==> src/rtl/display_tube.sv <==
`default_nettype none
// ============================================================================
// display_tube: 8-digit multiplexed hex seven-segment driver with a 32-bit
// write-only display register. Rev 1.0
// ============================================================================
module display_tube #(
  parameter int SCAN_DIV = 100000
) (
  input  logic        clk,
  input  logic        rst,
  input  logic [31:0] write_data,
  input  logic        digwrite,
  input  logic        digcs,
  output logic [7:0]  DIG,
  output logic [7:0]  Y
);

  localparam int DC_W = (SCAN_DIV > 1) ? $clog2(SCAN_DIV) : 1;
  localparam logic [DC_W-1:0] c_DC_MAX = DC_W'(SCAN_DIV - 1);

  logic [31:0]     dr_q, dr_d;
  logic [DC_W-1:0] dc_q, dc_d;
  logic [2:0]      si_q, si_d;
  logic [3:0]      nibble;

  always_comb begin
    dr_d = dr_q;
    dc_d = dc_q;
    si_d = si_q;
    if (digcs && digwrite) begin
      dr_d = write_data;
    end
    // With SCAN_DIV=1 the compare is always true, so the index steps every cycle.
    if (dc_q == c_DC_MAX) begin
      dc_d = '0;
      si_d = si_q + 3'd1;
    end else begin
      dc_d = dc_q + DC_W'(1);
    end
  end

  always_ff @(posedge clk) begin
    if (rst) begin
      dr_q <= '0;
      dc_q <= '0;
      si_q <= '0;
    end else begin
      dr_q <= dr_d;
      dc_q <= dc_d;
      si_q <= si_d;
    end
  end

  assign nibble = dr_q[{si_q, 2'b00} +: 4];
  assign DIG    = ~(8'b1 << si_q);

  always_comb begin
    Y = 8'hFF;
    case (nibble)
      4'h0: Y = 8'hC0;
      4'h1: Y = 8'hF9;
      4'h2: Y = 8'hA4;
      4'h3: Y = 8'hB0;
      4'h4: Y = 8'h99;
      4'h5: Y = 8'h92;
      4'h6: Y = 8'h82;
      4'h7: Y = 8'hF8;
      4'h8: Y = 8'h80;
      4'h9: Y = 8'h90;
      4'hA: Y = 8'h88;
      4'hB: Y = 8'h83;
      4'hC: Y = 8'hC6;
      4'hD: Y = 8'hA1;
      4'hE: Y = 8'h86;
      4'hF: Y = 8'h8E;
      default: Y = 8'hFF;
    endcase
  end

endmodule
`default_nettype wire

==> config.mk <==
export PLATFORM = sky130hd
export DESIGN_NAME = display_tube
export DESIGN_NICKNAME = d
export VERILOG_FILES = /design/src/rtl/display_tube.sv
export SDC_FILE = /design/constraint.sdc
export NUM_CORES = 1
export LEC_CHECK = 0
export ABC_AREA = 1
export BUFFER_PORTS_ARGS = -buffer_cell sky130_fd_sc_hd__buf_2
export CAP_MARGIN = 0
export CELL_PAD_IN_SITES_DETAIL_PLACEMENT = 2
export CELL_PAD_IN_SITES_GLOBAL_PLACEMENT = 2
export CORE_MARGIN = 2
export CORE_UTILIZATION = 32
export CTS_CLUSTER_DIAMETER = 200
export CTS_CLUSTER_SIZE = 30
export DETAILED_ROUTE_END_ITERATION = 10
export GPL_TIMING_DRIVEN = 0
export PLACE_DENSITY = 0.84
export SYNTH_ARGS = -nofsm -noshare
export SYNTH_HDL_FRONTEND = slang
export SYNTH_SLANG_ARGS = --single-unit
==> constraint.sdc <==
create_clock -name clk -period 4.6 [get_ports clk]
set_clock_uncertainty 0.05 [all_clocks]
set_input_delay 0.69 -clock clk [delete_from_list [all_inputs] [get_ports clk]]
set_output_delay 0.69 -clock clk [all_outputs]
set_load 0.005 [all_outputs]
; Word level (Yosys, flattened, before mapping)
; Memories as Yosys holds them, arrays and structs flattened.
; Index checks and enable logic that the tools add are counted.
[totals]
regBits = 52
rom_bits = 112
in_bits = 36
out_inout_bits = 16
word_cells = 12
n_memories = 1
[classes]
add_sub_neg = 2
n_eq_ne = 1
shifts = 2
bitwise = 1
reduce_logical = 2
[mem_list]
columns = name, depth, width, rd, rd_clocked_by_memory_dff, write_ports, line_no
row1 = (no name shown), 16, 7, 1, 0, 0, 59  ; case (nibble)
[ops]
columns = cell, n
row1 = 32-bit by 6-bit variable part select with 4-bit output, 1
row2 = 17-bit by 1-bit adder with 17-bit output (second input constant), 1
row3 = 17-bit equality test (second input constant), 1
row4 = 8-bit NOT, 1
row5 = 1-bit by 3-bit << shifter with 8-bit output (first input constant), 1
row6 = 3-bit by 1-bit adder with 3-bit output (second input constant), 1
row7 = 2-bit OR reduction, 1
row8 = 1-bit logical AND, 1

; Logic depth before layout (Yosys ltp)
[logic_depth]
word_depth = 2
ltp_mapped = 12
depth_no_buf = 11

; Worst setup path after synthesis
; OpenSTA, ideal clock, no wires.
[synth_path]
path_type = register -> output
from = reg si_q[0]
to = out Y[3]
arrival_ps = 1497
required_ps = 3860
setup_slack_ps = 2363
stages_incl_launch_ff = 13
path_buffers = 2
cell_sequence = dfxtp_1 -> buf_6 -> buf_6 -> nand2_1 -> nand3_1 -> nand3_1 -> nand2_2 -> inv_1 -> ha_1 -> nand3_1 -> nand2_1 -> nand2_1 -> nand2_1
[synth_between]
elab_chain_cells = 2
[synth_rtl]
columns = element, line_no
row1 = start: declaration, 23  ; logic [2:0] si_q, si_d;
row2 = start signal: assignment, 50  ; si_q <= si_d;
row3 = 32-bit by 6-bit variable part select with 4-bit output, 54  ; assign nibble = dr_q[{si_q, 2'b00} +: 4];
row4 = memory 16 x 7 bit, n/a
row5 = end: declaration, 15  ; output logic [7:0] Y
; Every way passes these cells.

; Final worst setup path
[layout_path]
from = reg si_q[0]
to = out Y[6]
; The elaborated chain is that of the path after synthesis.

==> flow_metrics.env <==
export IMPL_clk_latency_ps=310
export IMPL_cp_arrival_ps=2310
export IMPL_dr_total_vias=2922
export IMPL_seq_area_frac_synth_pct=36.7
export IMPL_portBuffers=50
export IMPL_syn_num_nets=467
export IMPL_worst_pin_slew_ps=521
export IMPL_synth_flop_cell="dfxtp_1"
export IMPL_cts_sinks=52
export IMPL_yosys_warnings=0
export IMPL_slowest_stage="dfxtp_1"
export IMPL_fmax_mhz=328
export IMPL_yosys_area_top_type="dfxtp_1"
export IMPL_fin_crit_ps=3050
export IMPL_cts_setup_buffers=0
export IMPL_synth_cell_types=28
export IMPL_area_growth_pct=17.4
export IMPL_status="complete, no violations"
export IMPL_hold_violations=0
export IMPL_die_area_um2=9640
export IMPL_r2r_setup_slack_ps=2880
export IMPL_relSlewSlack_pct=65.3
export IMPL_swShare_pct=26.0
export IMPL_crit_required_ps=3860
export IMPL_synth_area_um2=2840
export IMPL_finalSetupViolations=0
export IMPL_coreArea_um2=8680
export IMPL_ir_worst_vdd_uv=102
export IMPL_crit_path_end="Y[6]"
export IMPL_drt_first_pass_iters=4
export IMPL_p_seq_share_pct=52.2
export IMPL_r2r_end="dc_q[13]"
export IMPL_dpl_instance_area_um2=3220
export IMPL_htreeDepth=2
export IMPL_via_per_inst=5.00
export IMPL_drt_iter0_markers=41
export IMPL_async_flop_share_pct=0
export IMPL_clockRootBuffer="clkbuf_8"
export IMPL_wl_per_cell_um=15.5
export IMPL_ioPinCount=52
export IMPL_start_util_pct=32.7
export IMPL_power_leakage_nw=1.48
export IMPL_grt_overflow=0
export IMPL_fill_cells=1096
export IMPL_cpMostUsedCell="nand2_1"
export IMPL_post_cts_resized=0
export IMPL_grt_pass1_vias=3278
export IMPL_globalplace_congestion=0.796
export IMPL_power_density_nw_per_um2=275
export IMPL_drc=0
export IMPL_worst_path_max_fanout=10
export IMPL_pwr_share_clk_pct=34.9
export IMPL_synth_top_cell_area_share_pct=36.7
export IMPL_finalSetupTns_ps=0
export IMPL_chipHeight_um=98.2
export IMPL_antenna_found_initial=0
export IMPL_cts_made_buffers=5
export IMPL_ys_seq_elements=52
export IMPL_drt_wl_total_um=9070
export IMPL_drive_gt1_share_pct=18.1
export IMPL_crit_path_start="si_q[0]"
export IMPL_cts_max_path_buffers=2
export IMPL_synth_most_common_cell="nand2_1"
export IMPL_cts_tree="done"
export IMPL_combinationalPowerShare_pct=12.9
export IMPL_r2r_start="dc_q[0]"
export IMPL_slowest_delay_ps=430
export IMPL_fin_total_pwr_uw=916
export IMPL_maxCapViolCount=0
export IMPL_ant_nets=0
export IMPL_finalNonFillerCells=584
export IMPL_start_kind="register"
export IMPL_rows=34
export IMPL_nNetsFinal=524
export IMPL_grt_use_total_pct=20.0
export IMPL_r2r_cells=9
export IMPL_cts_hold_buffers=0
export IMPL_grt_max_degree=16
export IMPL_dp_hpwl_um=7160
export IMPL_finalMaxSlewViolations=0
export IMPL_hold_ws_ps=408
export IMPL_post_route_period_util_pct=66.2
export IMPL_n_antenna_cell=0
export IMPL_worstSetupPathType="register to output port"
export IMPL_grt_setup_unrepaired="false"
export IMPL_netlist_top_cells_count="nand2_1 (91), dfxtp_1 (52), inv_1 (49), nor2_1 (48), o21ai_0 (36)"
export IMPL_synthTopCellsByArea="dfxtp_1 (37%), nand2_1 (12%), inv_1 (6.5%), o21ai_0 (6.3%), nor2_1 (6.3%)"
export IMPL_dpl_cell_count=576
export IMPL_avgSynthCellArea_um2=6.79
export IMPL_hold_path_class="register to register"
export IMPL_synth_cells=418
export IMPL_worstSetupEndpointType="output port"
export IMPL_crit_chain="buf_6, buf_6, nand2_1, nand3_1, nand3_1, nand2_2, inv_1, ha_1, nand3_1, nand2_1, nand2_1, nand2_1, buf_2"
export IMPL_synth_edff_count=0
export IMPL_postLayoutCellArea_um2=3330
export IMPL_die_w_um=98.2
export IMPL_grt_pass1_wl_um=15700
export IMPL_path_clk_slew_ps=100
export IMPL_p_sw_uw=238
export IMPL_p_int_uw=678
[metal layers]
metal	vias to the layer above	global-route usage, %	share of wire [%]
li1	1442	-	-
met1	1427	22.9	43
met2	41	38.7	53
met3	12	2.58	2.5
met4	0	5.58	1.8
met5	-	0	0
[worst min path at each step]
| stage | cells past startpoint | start | end | slack [ps] |
|---|---|---|---|---|
| after detailed placement | 1 | dc_q[0] | dc_q[0] | 390 |
| after floorplan | 1 | dc_q[0] | dc_q[0] | 370 |
| after CTS | 1 | dc_q[0] | dc_q[0] | 410 |
| final | 1 | dc_q[0] | dc_q[0] | 410 |
| after global placement | 1 | dc_q[0] | dc_q[0] | 380 |
| after global routing | 1 | dc_q[0] | dc_q[0] | 440 |
[power groups by stage]
stage,clock network (mW),logic [mW],registers [mW]
6_report,0.319,0.119,0.478
4_1_cts,0.331,0.121,0.479
5_1_grt,0.350,0.137,0.481
3_3_place_gp,0,0.114,0.488
3_5_place_dp,0,0.120,0.489
2_1_floorplan,0,0.0731,0.486
[cell families (layout without fill, tap and decap cells)]
kind of cell,Yosys count,in the layout,synth area share (%)
XOR/XNOR,5,5,1.54
adder cells (fa/ha/maj),13,13,5.73
buffers and inverters,70,128,10.7
AO/OA/AOI/OAI,73,73,13.0
other,1,1,0.132
flip-flops,52,52,36.7
AND/OR/NAND/NOR,204,204,32.3
[registers in the layout, indices dropped and copies added (netlist names)]
name	flops
dr_q	32
si_q	3
dc_q	17
[area by class of cell]
| cell class | instances | area (um2) | area share, % |
|---|---|---|---|
| repair buffers | 50 | 250 | 7.51 |
| clock inverters | 2 | 35.0 | 1.05 |
| plain buffers | 16 | 100 | 3.00 |
| multi-input cells | 296 | 1500 | 44.9 |
| clock buffers | 6 | 72.6 | 2.18 |
| well taps | 108 | 135 | 4.06 |
| flip-flops and latches | 52 | 1040 | 31.2 |
| inverters | 54 | 203 | 6.08 |
[worst max-delay path: cells and delay by family (launching register included)]
kind                       cells  cell delay [ps]
and+or+nand+nor                8              760
buffers and inverters          4              560
DFF                            1              430
adders and majority gates      1              230
[placed cells by master, fill, tap and decap left out]
cell and count:
xor2_1 5, nand3b_1 2, clkinv_2 1, or2_1 1
nand4_1 8, buf_4 2, nand2_2 5, buf_2 52
o21ai_0 36, clkbuf_8 5, inv_2 5, nand3_1 34
ha_1 13, buf_1 1, bufinv_16 1, nand3_2 5
clkbuf_1 8, nand2_1 91, a21oi_1 33, inv_1 49
nor2_1 48, or2_2 1, nand2_4 2, conb_1 1
buf_6 4, nor2_2 1, o21ai_1 3, nor3_1 5
a21oi_2 1, nor2_4 1, dfxtp_1 52
[stage by stage]
stage | setup WS (ps) | utilization, %
finish | 1550 | 38.4
global route | 1330 | 38.4
CTS | 1520 | 38.4
detailed placement | 1870 | 37.2
global placement | 1980 | 37.2
floorplan | 2360 | -
(Power assumes the default switching activity.)
